[src/rtl/uart_rx_frame_ctrl.sv]
// UART receive frame controller: synchronizes RX_IN, majority-votes each bit,
// deserializes 8 data bits LSB-first and checks start/parity/stop bits.
module uart_rx_frame_ctrl #(
  parameter int unsigned DATA_W  = 8,
  parameter int unsigned PRESC_W = 6,
  parameter int unsigned EDGE_W  = 5
) (
  input  logic               clk,
  input  logic               ARSTn,
  input  logic               RX_IN,
  input  logic [PRESC_W-1:0] Prescale,
  input  logic               PAR_EN,
  input  logic               PAR_TYP,
  input  logic [EDGE_W-1:0]  edge_cnt,
  input  logic [3:0]         bit_cnt,
  output logic               cnt_en,
  output logic               busy,
  output logic [DATA_W-1:0]  P_DATA,
  output logic               data_valid,
  output logic               par_err,
  output logic               stp_err,
  output logic               strt_glitch
);

  typedef enum logic [2:0] {
    IDLE   = 3'd0,
    START  = 3'd1,
    DATA   = 3'd2,
    PARITY = 3'd3,
    STOP   = 3'd4
  } state_e;

  state_e              state_q, state_d;
  logic                sync1_q, rx_s_q;
  logic [2:0]          samp_q;
  logic [DATA_W-1:0]   shift_q, shift_d;
  logic [DATA_W-1:0]   p_data_q, p_data_d;
  logic                perr_q, perr_d;
  logic                cnt_en_q, cnt_en_d;
  logic                dv_q, dv_d;
  logic                par_err_q, par_err_d;
  logic                stp_err_q, stp_err_d;
  logic                glitch_q, glitch_d;

  logic [PRESC_W-1:0]  edge_ext;
  logic [PRESC_W-1:0]  half;
  logic                sampled_bit;
  logic                bit_end;

  assign edge_ext    = PRESC_W'(edge_cnt);
  assign half        = Prescale >> 1;
  assign sampled_bit = (samp_q[0] & samp_q[1]) | (samp_q[0] & samp_q[2]) |
                       (samp_q[1] & samp_q[2]);
  assign bit_end     = cnt_en_q & (edge_ext == (Prescale - PRESC_W'(1)));

  // Two-flop synchronizer, idles high like the line
  always_ff @(posedge clk or negedge ARSTn) begin
    if (!ARSTn) begin
      sync1_q <= 1'b1;
      rx_s_q  <= 1'b1;
    end else begin
      sync1_q <= RX_IN;
      rx_s_q  <= sync1_q;
    end
  end

  // Three samples straddling the bit centre for the majority vote
  always_ff @(posedge clk or negedge ARSTn) begin
    if (!ARSTn) begin
      samp_q <= 3'b000;
    end else if (cnt_en_q) begin
      if (edge_ext == (half - PRESC_W'(1))) samp_q[0] <= rx_s_q;
      if (edge_ext == half)                 samp_q[1] <= rx_s_q;
      if (edge_ext == (half + PRESC_W'(1))) samp_q[2] <= rx_s_q;
    end
  end

  always_ff @(posedge clk or negedge ARSTn) begin
    if (!ARSTn) begin
      state_q   <= IDLE;
      shift_q   <= '0;
      p_data_q  <= '0;
      perr_q    <= 1'b0;
      cnt_en_q  <= 1'b0;
      dv_q      <= 1'b0;
      par_err_q <= 1'b0;
      stp_err_q <= 1'b0;
      glitch_q  <= 1'b0;
    end else begin
      state_q   <= state_d;
      shift_q   <= shift_d;
      p_data_q  <= p_data_d;
      perr_q    <= perr_d;
      cnt_en_q  <= cnt_en_d;
      dv_q      <= dv_d;
      par_err_q <= par_err_d;
      stp_err_q <= stp_err_d;
      glitch_q  <= glitch_d;
    end
  end

  // Frame sequencing; every decision is taken on the last edge of a bit
  always_comb begin
    state_d   = state_q;
    shift_d   = shift_q;
    p_data_d  = p_data_q;
    perr_d    = perr_q;
    dv_d      = 1'b0;
    par_err_d = 1'b0;
    stp_err_d = 1'b0;
    glitch_d  = 1'b0;
    case (state_q)
      IDLE: begin
        if (!rx_s_q) state_d = START;
      end
      START: begin
        if (bit_end) begin
          if (sampled_bit) begin
            glitch_d = 1'b1;
            state_d  = IDLE;
          end else begin
            state_d = DATA;
          end
        end
      end
      DATA: begin
        if (bit_end) begin
          shift_d = {sampled_bit, shift_q[DATA_W-1:1]};
          if (bit_cnt == 4'(DATA_W)) state_d = PAR_EN ? PARITY : STOP;
        end
      end
      PARITY: begin
        if (bit_end) begin
          if (sampled_bit != ((^shift_q) ^ PAR_TYP)) begin
            perr_d    = 1'b1;
            par_err_d = 1'b1;
          end
          state_d = STOP;
        end
      end
      STOP: begin
        if (bit_end) begin
          if (!sampled_bit) begin
            stp_err_d = 1'b1;
          end else if (!perr_q) begin
            p_data_d = shift_q;
            dv_d     = 1'b1;
          end
          perr_d  = 1'b0;
          state_d = IDLE;
        end
      end
      default: state_d = IDLE;
    endcase
    cnt_en_d = (state_d != IDLE);
  end

  assign cnt_en      = cnt_en_q;
  assign busy        = cnt_en_q;
  assign P_DATA      = p_data_q;
  assign data_valid  = dv_q;
  assign par_err     = par_err_q;
  assign stp_err     = stp_err_q;
  assign strt_glitch = glitch_q;

endmodule

[config.mk]
export PLATFORM = sky130hd
export DESIGN_NAME = uart_rx_frame_ctrl
export DESIGN_NICKNAME = d
export VERILOG_FILES = /design/src/rtl/uart_rx_frame_ctrl.sv
export SDC_FILE = /design/constraint.sdc
export NUM_CORES = 1
export LEC_CHECK = 0
export BUFFER_PORTS_ARGS = -buffer_cell sky130_fd_sc_hd__buf_2
export CORE_ASPECT_RATIO = 1.5
export CORE_MARGIN = 4
export CORE_UTILIZATION = 49
export CTS_CLUSTER_DIAMETER = 40
export CTS_CLUSTER_SIZE = 28
export DETAILED_ROUTE_END_ITERATION = 7
export PLACE_DENSITY = 0.71
export SYNTH_ARGS = -nofsm -noshare
export SYNTH_HDL_FRONTEND = slang
export SYNTH_SLANG_ARGS = --single-unit
[constraint.sdc]
create_clock -name clk -period 3.9 [get_ports clk]
set_input_delay 0.585 -clock clk [delete_from_list [all_inputs] [get_ports clk]]
set_output_delay 0.585 -clock clk [all_outputs]
set_load 0.1 [all_outputs]
==> reports/qor.tcl <==
set qor(run_status) {finished clean}
set qor(tritoncts) {yes}
set qor(drv_slew) 0
set qor(num_io_pins) 34
set qor(setup-tns-final_ps) 0
set qor(slowest_stage) {sky130_fd_sc_hd__or4b_1}
set qor(post_synth.cell_area_avg_sq_um) 11.4
set qor(design.die.area_sq_um) 4930
set qor(cts_post_setup_buffers_inserted) 0
set qor(worst-path-max-fanout) 9
set qor(drt_first_iter_violations) 31
set qor(area_growth_syn_to_layout_pct) 14.1
set qor(layout_common_cells) {33 x sky130_fd_sc_hd__buf_2, 28 x sky130_fd_sc_hd__dfrtp_1, 12 x sky130_fd_sc_hd__xnor2_1, 12 x sky130_fd_sc_hd__mux2_2, 9 x sky130_fd_sc_hd__xor2_1}
set qor(synthFlopType) {sky130_fd_sc_hd__dfrtp_1}
set qor(placement_rows) 27
set qor(numPortBuffers) 33
set qor(clock-skew-final_ps) 2.06
set qor(postCtsHoldBufs) 0
set qor(coreArea_sq_um) 3680
set qor(ir_worst_vdd_uv) 326
set qor(post_synth_main_area_contributors) {sky130_fd_sc_hd__dfrtp_1 37%, sky130_fd_sc_hd__mux2_2 7.2%, sky130_fd_sc_hd__mux2_4 6.4%, sky130_fd_sc_hd__xnor2_1 5.6%, sky130_fd_sc_hd__xor2_1 4.2%}
set qor(crit_path_end_kind) {flop}
set qor(critPathKind) {primary input to flop}
set qor(synth.cell_area_sq_um) 1890
set qor(overflow) 0
set qor(layout.cells.non_filler) 244
set qor(leakage_dissipation_nw) 1.02
set qor(tightest_slew_ps) 747
set qor(antenna-diode-count) 0
set qor(cts-root-buf) {sky130_fd_sc_hd__clkbuf_8}
set qor(critical_path_arrival_ps) 2930
set qor(clock.fmax_mhz) 362
set qor(ys_ff_latch) 30
set qor(fin_crit_sh_pct) 70.9
set qor(number_of_sinks_driven_by_the_clock_tree) 30
set qor(mapped_cells) 166
set qor(timing.hold.worst.class) {primary input to async pin}
set qor(max-clock-path-buffers) 2
set qor(cp_slowest_stage_delay_ps) 760
set qor(synth_edf_count) 0
set qor(startpoint_type) {primary input}
set qor(power_density_nw_per_um2) 441
set qor(final_period_minus_worst_setup_slack_ps) 2760
set qor(route.detailed.wl_per_inst_um) 17.1
set qor(clk_pin_slew_ps) 60
set qor(place_inst) 236
set qor(floorplan.die.height_um) 84
set qor(netlist.area_leader.share_pct) 37.1
set qor(hold_violation_count_in_the_final_report) 0
set qor(placed_area_sq_um) 2060
set qor(syn_nets) 190
set qor(postRouteAntennaNets) 0
set qor(quantity_of_gates_resized_following_cts) 0
set qor(synth.largest_area_cell) {sky130_fd_sc_hd__dfrtp_1}
set qor(grt_max_degree) 31
set qor(cts-htree-levels) 2
set qor(final-setup-viol-count) 0
set qor(async_reset_ff_share_pct) 100
set qor(r2r.worst_path.cells) 5
set qor(slew_headroom_pct) 49.8
set qor(postLayoutCellArea_sq_um) 2150
set qor(final_layout_size_suffix_gt1_share_pct) 36.3
set qor(place.gp.congestion) 0.924
set qor(initial_core_util_pct) 51.2
set qor(via_count) 1423
set qor(timing.critical_path.required_ps) 4070
set qor(count_of_nets_after_finishing) 224
set qor(wl_um) 4170
set qor(synth_sequential_area_ratio_pct) 39.9
set qor(global_route.usage.total_pct) 18.5
set qor(synth.lib_cells_used.distinct) 56
set qor(routed_via_density) 5.83
set qor(grt_first_pass_wirelength_um) 6870
set qor(n_fill_cell) 331
set qor(drc) 0
set qor(die-width_um) 58.7
set qor(layout.cells.most_common) {sky130_fd_sc_hd__buf_2}
set qor(grt_setup_unrepaired) {no}
set qor(antenna_found_initial) 0
set qor(cts_buffers) 5
set qor(number_of_global_route_vias_before_repair) 1446
set qor(yosys_warnings) 0
set qor(max_cap_viol_count) 0
set qor(detailed_placement_hpwl_um) 3260
set qor(worstSkewPairLatency_ps) 280
set qor(critical_path.cell_chain) {buf_2 -> inv_1 -> ha_1 -> a21boi_0 -> xnor2_2 -> o211ai_4 -> or4b_1 -> mux2_4}
set qor(dr.pass1.iters) 4
-- power breakdown --
part,internal [mW],switching (mW)
combinational,0.103,0.202
clock,0.142,0.116
sequential,0.345,0.0419
-- flip-flops by register name (all words and copies together) (netlist names) --
register and flops:
P_DATA 8, shift_q 8, perr_q 1, strt_glitch 1, stp_err 1, rx_s_q 1, sync1_q 1, busy 1
state_q 3, par_err 1, samp_q 3, data_valid 1
-- synthesized netlist by cell type, types with 2 or more instances --
cell                        n
sky130_fd_sc_hd__xnor2_1   12
sky130_fd_sc_hd__nand2b_1   4
sky130_fd_sc_hd__nand2_1    8
sky130_fd_sc_hd__nand4_1    2
sky130_fd_sc_hd__a21oi_1    3
sky130_fd_sc_hd__o31ai_1    3
sky130_fd_sc_hd__dfrtp_1   28
sky130_fd_sc_hd__nand3_1    4
sky130_fd_sc_hd__nor4_1     2
sky130_fd_sc_hd__o41ai_1    3
sky130_fd_sc_hd__buf_6      2
sky130_fd_sc_hd__dfstp_2    2
sky130_fd_sc_hd__nor2_1     7
sky130_fd_sc_hd__xor2_1     9
sky130_fd_sc_hd__buf_2      2
sky130_fd_sc_hd__mux2_2    12
sky130_fd_sc_hd__a211o_1    2
sky130_fd_sc_hd__inv_1      5
sky130_fd_sc_hd__o21ai_0    2
sky130_fd_sc_hd__ha_1       4
sky130_fd_sc_hd__mux2_4     8
sky130_fd_sc_hd__nor2b_1    3
sky130_fd_sc_hd__nor3_1     6
-- area by class of cell --
cell class / instances / area (sq um) / share of cell area [%]
clock inverter: 1 / 5.00 / 0.232
clock buffer: 7 / 86.3 / 4.01
sequential: 30 / 753 / 35.0
multi-input combinational: 125 / 1070 / 49.7
timing repair buffer: 33 / 165 / 7.67
inverter: 5 / 18.8 / 0.872
tap: 43 / 53.8 / 2.50
-- routing by layer --
metal	share of wire (%)	global-route usage (%)	wire length, um	up-vias
li1	-	-	-	670
met1	38	20.0	1580	694
met2	51	31.0	2140	40
met3	4.9	3.25	204	19
met4	5.8	13.6	242	0
met5	0	0	0	-
-- kinds of logic (layout without fill, tap and decap cells) --
group / count (synthesis) / after routing / share of synthesized area, %
muxes: 20 / 20 / 13.5
xor gates and xnor gates: 23 / 23 / 11.8
adders and majority gates: 5 / 5 / 3.18
buffers and inverters: 11 / 46 / 3.32
DFF: 30 / 30 / 39.9
and+or+nand+nor: 50 / 50 / 15.7
AOI/OAI and AO/OA: 27 / 27 / 12.5
-- metrics by stage --
stage | hold slack [ps] | power (mW) | setup WS [ps] | util, %
finish | 329 | 0.949 | 1140 | 58.5
global route | 366 | 1.00 | 1030 | 58.5
CTS | 340 | 0.959 | 1140 | 58.5
detailed placement | 352 | 0.697 | 855 | 56.0
global placement | 346 | 0.690 | 918 | 56.0
floorplan | 289 | 0.625 | 1200 | -
-- critical path: cells and delay by family --
family / cells / cell delay, ps
muxes: 1 / 390
and+or+nand+nor: 1 / 760
AOI/OAI and AO/OA: 2 / 500
xor gates and xnor gates: 1 / 190
buffers and inverters: 2 / 250
adders and majority gates: 1 / 250
-- path summary, 6_finish.rpt --
kind / startpoint / endpoint / slack, ps
min reg2reg: sync1_q / rx_s_q / 360
max in group asynchronous: ARSTn / P_DATA[2] / 3140
max: Prescale[2] / P_DATA[7] / 1140
max reg2reg: state_q[1] / P_DATA[7] / 1740
min in group clk: sync1_q / rx_s_q / 360
min: ARSTn / shift_q[2] / 330
Power figures use the tool's default switching activity.
